`config.mk`:
```
export PLATFORM = sky130hd
export DESIGN_NAME = cfu_input_sequencer
export DESIGN_NICKNAME = d
export VERILOG_FILES = /design/src/rtl/cfu_input_sequencer.sv
export SDC_FILE = /design/constraint.sdc
export NUM_CORES = 1
export LEC_CHECK = 0
export BUFFER_PORTS_ARGS = -buffer_cell sky130_fd_sc_hd__clkbuf_2
export CORE_ASPECT_RATIO = 0.7
export CORE_MARGIN = 5
export CORE_UTILIZATION = 45
export CTS_CLUSTER_SIZE = 24
export DETAILED_ROUTE_END_ITERATION = 8
export GPL_ROUTABILITY_DRIVEN = 0
export PLACE_DENSITY = 0.73
export SLEW_MARGIN = 20
export SYNTH_ARGS = -nofsm -noshare
export SYNTH_HDL_FRONTEND = slang
export SYNTH_SLANG_ARGS = --single-unit
export TNS_END_PERCENT = 50
```
`constraint.sdc`:
```
create_clock -name clk -period 5.55 [get_ports clk]
set_input_delay 0.8325 -clock clk [delete_from_list [all_inputs] [get_ports clk]]
set_output_delay 0.8325 -clock clk [all_outputs]
set_load 0.05 [all_outputs]
```
`src/rtl/cfu_input_sequencer.sv`:
```
// Command-driven drain controller for the CFU input word FIFO: pops cmd_len prefetched
// words, unpacks each into four offset-adjusted signed int8 lanes and streams them out.
module cfu_input_sequencer #(
    parameter int LEN_W   = 9,
    parameter int STALL_W = 16
) (
    input  logic                      clk,
    input  logic                      rst,
    input  logic                      cmd_start,
    input  logic [LEN_W-1:0]          cmd_len,
    input  logic signed [8:0]         cmd_offset,
    input  logic                      abort,
    output logic                      busy,
    output logic                      done,
    output logic                      buf_read_en,
    input  logic [31:0]               buf_read_data,
    input  logic                      buf_empty,
    output logic                      buf_clear,
    output logic                      out_valid,
    input  logic                      out_ready,
    output logic [39:0]               out_data,
    output logic                      out_last,
    output logic [LEN_W-1:0]          words_left,
    output logic [STALL_W-1:0]        stall_cycles
);

    typedef enum logic [1:0] {
        S_IDLE,
        S_PRIME,
        S_PRESENT,
        S_DONE
    } state_t;

    localparam logic [LEN_W-1:0]   LEN_ONE   = LEN_W'(1);
    localparam logic [STALL_W-1:0] STALL_ONE = STALL_W'(1);

    state_t             state;
    state_t             state_nxt;
    logic signed [8:0]  offset_q;
    logic               accept;
    logic               pop;
    logic               stall_inc;

    // Byte sign-extended to 10 bits plus offset sign-extended to 10 bits; range fits exactly.
    function automatic logic signed [9:0] lane_sum(input logic [7:0] b,
                                                   input logic signed [8:0] off);
        logic signed [9:0] bx;
        logic signed [9:0] ox;
        bx = {{2{b[7]}}, b};
        ox = {off[8], off};
        return bx + ox;
    endfunction

    always_ff @(posedge clk or negedge rst) begin
        if (!rst) begin
            state <= S_IDLE;
        end else begin
            state <= state_nxt;
        end
    end

    always_comb begin
        state_nxt   = state;
        busy        = 1'b0;
        done        = 1'b0;
        buf_read_en = 1'b0;
        out_valid   = 1'b0;
        out_last    = 1'b0;
        accept      = 1'b0;
        pop         = 1'b0;
        stall_inc   = 1'b0;
        unique case (state)
            S_IDLE: begin
                if (cmd_start && !abort) begin
                    accept    = 1'b1;
                    state_nxt = (cmd_len == '0) ? S_DONE : S_PRIME;
                end
            end
            // Head register settles one cycle after any pointer move, so data is never used here.
            S_PRIME: begin
                busy = 1'b1;
                if (abort) begin
                    state_nxt = S_IDLE;
                end else if (!buf_empty) begin
                    state_nxt = S_PRESENT;
                end else begin
                    stall_inc = 1'b1;
                end
            end
            S_PRESENT: begin
                busy      = 1'b1;
                out_valid = 1'b1;
                out_last  = (words_left == LEN_ONE);
                if (abort) begin
                    state_nxt = S_IDLE;
                end else if (out_ready) begin
                    buf_read_en = 1'b1;
                    pop         = 1'b1;
                    state_nxt   = (words_left == LEN_ONE) ? S_DONE : S_PRIME;
                end
            end
            S_DONE: begin
                busy      = 1'b1;
                done      = !abort;
                state_nxt = S_IDLE;
            end
            default: begin
                state_nxt = S_IDLE;
            end
        endcase
    end

    // Clear is withheld while reset is asserted so a reset never disturbs the FIFO.
    assign buf_clear = abort && rst;

    always_comb begin
        out_data = '0;
        if (state == S_PRESENT) begin
            for (int i = 0; i < 4; i++) begin
                out_data[10*i +: 10] = lane_sum(buf_read_data[8*i +: 8], offset_q);
            end
        end
    end

    always_ff @(posedge clk or negedge rst) begin
        if (!rst) begin
            offset_q     <= '0;
            words_left   <= '0;
            stall_cycles <= '0;
        end else if (accept) begin
            offset_q     <= cmd_offset;
            words_left   <= cmd_len;
            stall_cycles <= '0;
        end else if (abort) begin
            words_left   <= '0;
        end else begin
            if (pop) begin
                words_left <= words_left - LEN_ONE;
            end
            if (stall_inc && (stall_cycles != '1)) begin
                stall_cycles <= stall_cycles + STALL_ONE;
            end
        end
    end

endmodule

```
==> flow_metrics.env, run 1 <==
export IMPL_grt_util_all_layers_pct=21.0
export IMPL_vias=3779
export IMPL_cts_sinks=36
export IMPL_hold_end="stall_cycles[5]"
export IMPL_dp_hpwl_um=8560
export IMPL_synth_edff_count=0
export IMPL_clk_latency_ps=280
export IMPL_async_flop_share_pct=100
export IMPL_r2r_start="state[0]"
export IMPL_cts_setup_buffers=0
export IMPL_hold_viol_final=0
export IMPL_worst_hold_path_type="reg -> reg"
export IMPL_hold_start="stall_cycles[5]"
export IMPL_drive_gt1_share_pct=26.8
export IMPL_initial_core_util_pct=46.2
export IMPL_min_period_over_period_pct=64.6
export IMPL_finalSetupTns_ps=0
export IMPL_nNetsFinal=666
export IMPL_cts_max_level=2
export IMPL_worst_setup_path_start_kind="primary input"
export IMPL_numCtsBuffers=5
export IMPL_status="finished clean"
export IMPL_arrival_ps=2750
export IMPL_min_path_cells=1
export IMPL_routed_wl_um=10900
export IMPL_cts_buffer_depth=2
export IMPL_diodes=0
export IMPL_yosysMostFrequentCell="nor2_1"
export IMPL_powerDensity_mw_per_mm2=252
export IMPL_cts_clk_slew_worst_paths_ps=60
export IMPL_ant_nets=0
export IMPL_area_growth_syn_to_layout_pct=23.0
export IMPL_reg2reg_slack_ps=3010
export IMPL_portBuffers=126
export IMPL_synthTopCellsByArea="dfrtp_1 25%, ha_1 13%, nor2_1 6.3%"
export IMPL_relSlewSlack_pct=27.6
export IMPL_synth_largest_area_cell="dfrtp_1"
export IMPL_clockRootBuffer="clkbuf_16"
export IMPL_synth_top_area_share_pct=24.6
export IMPL_boundaryPins=127
export IMPL_ir_worst_vdd_v=0.000135
export IMPL_syn_cell_area_mm2=0.00365
export IMPL_grt_pass1_wl_um=17800
export IMPL_ys_ff_latch=36
export IMPL_slew_violations=0
export IMPL_grt_pass1_vias=3664
export IMPL_fmax_mhz=279
export IMPL_die_width_um=118
export IMPL_drc_errors=0
export IMPL_clock_skew_ps=3.70
export IMPL_antenna_found_initial=0
export IMPL_synth_top_flop_cell="dfrtp_1"
export IMPL_critical_path_class="in -> out"
export IMPL_setup_viol=0
export IMPL_cts_tree="built"
export IMPL_crit_fanout=3
export IMPL_ys_top_cells_by_count="61 x nor2_1, 49 x nand2_1, 39 x ha_1, 36 x dfrtp_1, 23 x a21oi_1"
export IMPL_dieArea_mm2=0.0101
export IMPL_cts_hold_buf=0
export IMPL_power_total_w=0.00113
export IMPL_grt_max_degree=38
export IMPL_drt_pass1_iter_count=4
export IMPL_die_h_um=85.4
export IMPL_r2r_end="words_left[6]"
export IMPL_yosys_warnings=0
export IMPL_period_minus_slack_ps=3580
export IMPL_drt_iter0_drc=235
export IMPL_fp_row_count=27
export IMPL_p_leak_nw=2.26
export IMPL_synth_avg_cell_area_um2=8.21
export IMPL_grt_ovfl_total=0
export IMPL_coreArea_mm2=0.00791
export IMPL_ys_seq_area_share_pct=24.6
export IMPL_end_kind="output port"
export IMPL_ys_types=63
export IMPL_drv_cap=0
export IMPL_rsz0062_at_grt="no"
export IMPL_tightest_slew_ps=1070
export IMPL_required_ps=4720
export IMPL_vias_per_cell=5.66
export IMPL_wl_per_cell_um=16.3
export IMPL_cts_resized=0
export IMPL_rr_worst_depth=5
export IMPL_netlist_instances=445
export IMPL_synthesis_nets=544
-- cells in the final DEF, fill, tap and decap left out, drive strengths merged, types with 4 or more instances in the layout --
cell	netlist	routed
a21oi	23	23
and2	10	10
fa	4	4
nand4	6	6
mux2i	5	5
a22o	4	4
nor3	10	10
xnor2	17	17
nand2b	8	8
nand3	12	12
nor2	62	62
dfrtp	36	36
o21a	6	6
and3	4	4
a211oi	10	10
o22ai	6	6
nand2	51	51
o21bai	4	4
clkbuf	7	132
nor4	7	7
o2111ai	4	4
inv	19	19
xor2	15	15
o211ai	5	5
nand3b	4	4
o21ai	18	18
ha	39	39
or4	8	8
a21o	6	6
-- worst max-delay path: stages --
cell,delay [ps]
clkbuf_2,90
ha_1,280
a21o_1,180
a21oi_1,270
o21ai_0,190
a2111o_1,430
a21oi_1,170
clkbuf_2,300
-- cells by family after synthesis --
family          count (synthesis)  synth area share, %
compound gates                 98                 17.9
mux                             5                 1.37
fa+ha+maj                      43                 15.5
flops                          36                 24.6
xor+xnor                       32                 7.67
simple gates                  198                 28.9
buf+inv                        33                 3.94
-- sequential cells by signal, summed over array words and instances, names as in the netlist --
| name | count |
|---|---|
| state | 2 |
| words_left | 9 |
| offset_q | 9 |
| stall_cycles | 16 |
-- stage by stage --
step | setup slack, ps | util (%) | hold WS (ps) | std cells | area, um^2
6_report | 1970 | 56.9 | 534 | 668 | 4500
2_1_floorplan | 1800 | - | 521 | 445 | 3650
5_1_grt | 1770 | 56.9 | 562 | 668 | 4500
4_1_cts | 1960 | 56.9 | 533 | 668 | 4500
3_5_place_dp | 1980 | 55.2 | 525 | 661 | 4360
3_3_place_gp | 2040 | 55.2 | 511 | 661 | 4360
-- worst max-delay path by stage --
stage	cells past startpoint	endpoint	from	slack [ps]
floorplan	5	out_data[14]	buf_read_data[8]	1800
global placement	8	out_data[39]	buf_read_data[25]	2040
detailed placement	8	out_data[39]	buf_read_data[25]	1980
CTS	7	out_data[39]	offset_q[1]	1960
global route	7	out_data[39]	offset_q[1]	1770
finish	8	out_data[39]	buf_read_data[25]	1970
-- power breakdown --
part	leakage, nW	switching [W]	internal (W)
clock network	0.0667	0.000107	0.000163
logic	1.71	0.000319	0.000212
registers	0.481	0.0000489	0.000284
total	2.26	0.000475	0.000659
-- cell type report --
type,count,area [um^2]
Clock inverter,1,5.00
Fill cell,757,3410
Tap cell,101,126
Inverter,19,71.3
Clock buffer,6,129
Multi-Input combinational cell,376,2610
Sequential cell,36,901
Timing Repair Buffer,129,653
-- layer usage --
| metal | part of all wire (%) | global-route usage (%) |
|---|---|---|
| met1 | 47 | 28.7 |
| met3 | 6.7 | 4.93 |
| met2 | 46 | 33.9 |
| met4 | 1.1 | 4.58 |
| met5 | 0 | 0 |
Note: power is estimated with default switching activity, not from simulation.
==> inputs of run 2 (changes only) <==
==> constraint.sdc (replaced) <==
create_clock -name clk -period 3.6 [get_ports clk]
set_input_delay 0.54 -clock clk [delete_from_list [all_inputs] [get_ports clk]]
set_output_delay 0.54 -clock clk [all_outputs]
set_load 0.05 [all_outputs]
==> run 2 against run 1 <==
Net effect:
- utilization grew 0.52 points
- setup slack got worse by 1600 ps
- critical path depth fell by 1
- final cell count rose by 0.30%
- first-iteration DRC count up 24%
- worst hold slack got worse by 150 ps
- via count fell by 0.61%
- non-clock buffer count is 1 higher
- count of clock-buffer cells in the layout shrank 1
- clock power rose by 82%
- sequential share of layout area down 0.18 points
- critical path type is now reg -> out
- critical endpoint unchanged
==> flow_metrics.env, run 2 (synthesis gave the netlist of run 1 again) <==
export IMPL_status="finished clean"
export IMPL_die_h_um=85.4
export IMPL_portBuffers=126
export IMPL_p_sw_share_pct=40.1
export IMPL_clk_latency_ps=280
export IMPL_die_width_um=118
export IMPL_area_growth_syn_to_layout_pct=24.1
export IMPL_reg2reg_slack_ps=1540
export IMPL_fmax_mhz=308
export IMPL_ir_worst_vdd_v=0.000222
export IMPL_cts_resized=0
export IMPL_p_switching_w=0.000730
export IMPL_drt_iter0_drc=291
export IMPL_fin_util_pct=57.4
export IMPL_critical_path_class="reg -> out"
export IMPL_reg_top3="stall_cycles (16), offset_q (9), words_left (9)"
export IMPL_cts_max_level=2
export IMPL_relSlewSlack_pct=55.5
export IMPL_clockRootBuffer="clkbuf_16"
export IMPL_regMostFlops="stall_cycles"
export IMPL_dieArea_mm2=0.0101
export IMPL_worst_setup_path_start_kind="flop"
export IMPL_slew_violations=0
export IMPL_ant_nets=0
export IMPL_grt_max_degree=37
export IMPL_clock_skew_ps=3.96
export IMPL_regArea_um2=901
export IMPL_multi_input_area_mm2=0.00261
export IMPL_diodes=0
export IMPL_required_ps=3060
export IMPL_cts_hold_buf=0
export IMPL_pwr_share_comb_pct=44.8
export IMPL_layout_common_cells="126 x clkbuf_2, 61 x nor2_1, 49 x nand2_1, 39 x ha_1, 36 x dfrtp_1"
export IMPL_numCtsBuffers=5
export IMPL_largest_reg_flops=16
export IMPL_period_minus_slack_ps=3250
export IMPL_setup_viol=0
export IMPL_initial_core_util_pct=46.2
export IMPL_finalSetupTns_ps=0
export IMPL_drc_errors=0
export IMPL_routed_wl_um=10600
export IMPL_cts_clk_slew_worst_paths_ps=60
export IMPL_final_common_cell="clkbuf_2"
export IMPL_cts_tree="built"
export IMPL_r2r_start="state[0]"
export IMPL_crit_fanout=8
export IMPL_clkPwrFrac_pct=27.0
export IMPL_nFillCells=756
export IMPL_powerDensity_mw_per_mm2=401
export IMPL_power_total_w=0.00182
export IMPL_cts_buffer_depth=2
export IMPL_drv_cap=0
export IMPL_rr_worst_depth=5
export IMPL_min_period_over_period_pct=90.2
export IMPL_vias_per_cell=5.61
export IMPL_r2r_end="words_left[7]"
export IMPL_grt_pass1_vias=3513
export IMPL_grt_util_all_layers_pct=20.2
export IMPL_antenna_found_initial=0
export IMPL_nNetsFinal=667
export IMPL_drive_gt1_share_pct=27.2
export IMPL_grt_ovfl_total=0
export IMPL_hold_viol_final=0
export IMPL_fp_row_count=27
export IMPL_arrival_ps=2710
export IMPL_end_kind="output port"
export IMPL_cts_setup_buffers=0
export IMPL_tightest_slew_ps=668
export IMPL_grt_pass1_wl_um=17100
export IMPL_p_int_w=0.00109
export IMPL_drt_pass1_iter_count=5
export IMPL_rsz0062_at_grt="no"
export IMPL_dp_hpwl_um=8340
export IMPL_seq_power_share_pct=28.2
export IMPL_coreArea_mm2=0.00791
export IMPL_wl_per_cell_um=15.8
export IMPL_p_leak_nw=2.28
export IMPL_worst_hold_path_type="in -> async"
export IMPL_vias=3756
export IMPL_cts_sinks=36
export IMPL_boundaryPins=127
-- run 2: cell types whose count changed in the layout (fill, tap and decap cells not counted), sizes merged --
cell / delta
clkbuf: -1
buf: +1
bufinv: +1
clkinvlp: +1
-- run 2: cell type report --
type | count | area share (%)
repair buffers | 130 | 14.6
multi-input cells | 376 | 57.5
flip-flops and latches | 36 | 19.9
clock buffers | 5 | 2.76
inverters | 19 | 1.57
clock inverters | 3 | 0.938
well taps | 101 | 2.79
-- run 2: per-stage QoR --
step / hold slack (ps) / area (um^2) / worst slack, ps / instances
floorplan: 244 / 3650 / 431 / 445
global placement: 508 / 4370 / 689 / 662
detailed placement: 524 / 4370 / 648 / 662
CTS: 404 / 4540 / 368 / 670
global route: 436 / 4540 / 201 / 670
finish: 380 / 4540 / 354 / 670
-- run 2: power groups by stage --
stage / registers [W] / logic (W) / clock network [W]
final: 0.000514 / 0.000814 / 0.000491
after global routing: 0.000520 / 0.000905 / 0.000520
after CTS: 0.000514 / 0.000809 / 0.000500
after detailed placement: 0.000521 / 0.000806 / 0
after global placement: 0.000519 / 0.000789 / 0
after floorplan: 0.000536 / 0.000585 / 0
-- run 2: per-layer routing --
layer  part of all wire (%)  GRT usage, %  vias up  wire, um
met2                     44          32.0      154      4610
met3                    7.1          4.60       14       748
li1                       -             -     1851         -
met1                     48          28.8     1737      5080
met4                    1.2          3.23        0       124
met5                      0             0        -         0
-- run 2: worst max-delay path by stage --
stage                            from      endpoint  slack (ps)
floorplan            buf_read_data[8]  out_data[14]         430
global placement    buf_read_data[25]  out_data[39]         690
detailed placement  buf_read_data[25]  out_data[39]         650
CTS                       offset_q[1]  out_data[39]         370
global route              offset_q[1]  out_data[39]         200
finish                    offset_q[1]  out_data[39]         350
-- run 2: critical path, stage by stage (launching register included) --
cell,delay [ps]
dfrtp_1,600
ha_1,310
a21o_1,170
a21oi_1,250
o21ai_0,200
a2111o_1,450
a21oi_1,150
clkbuf_2,300
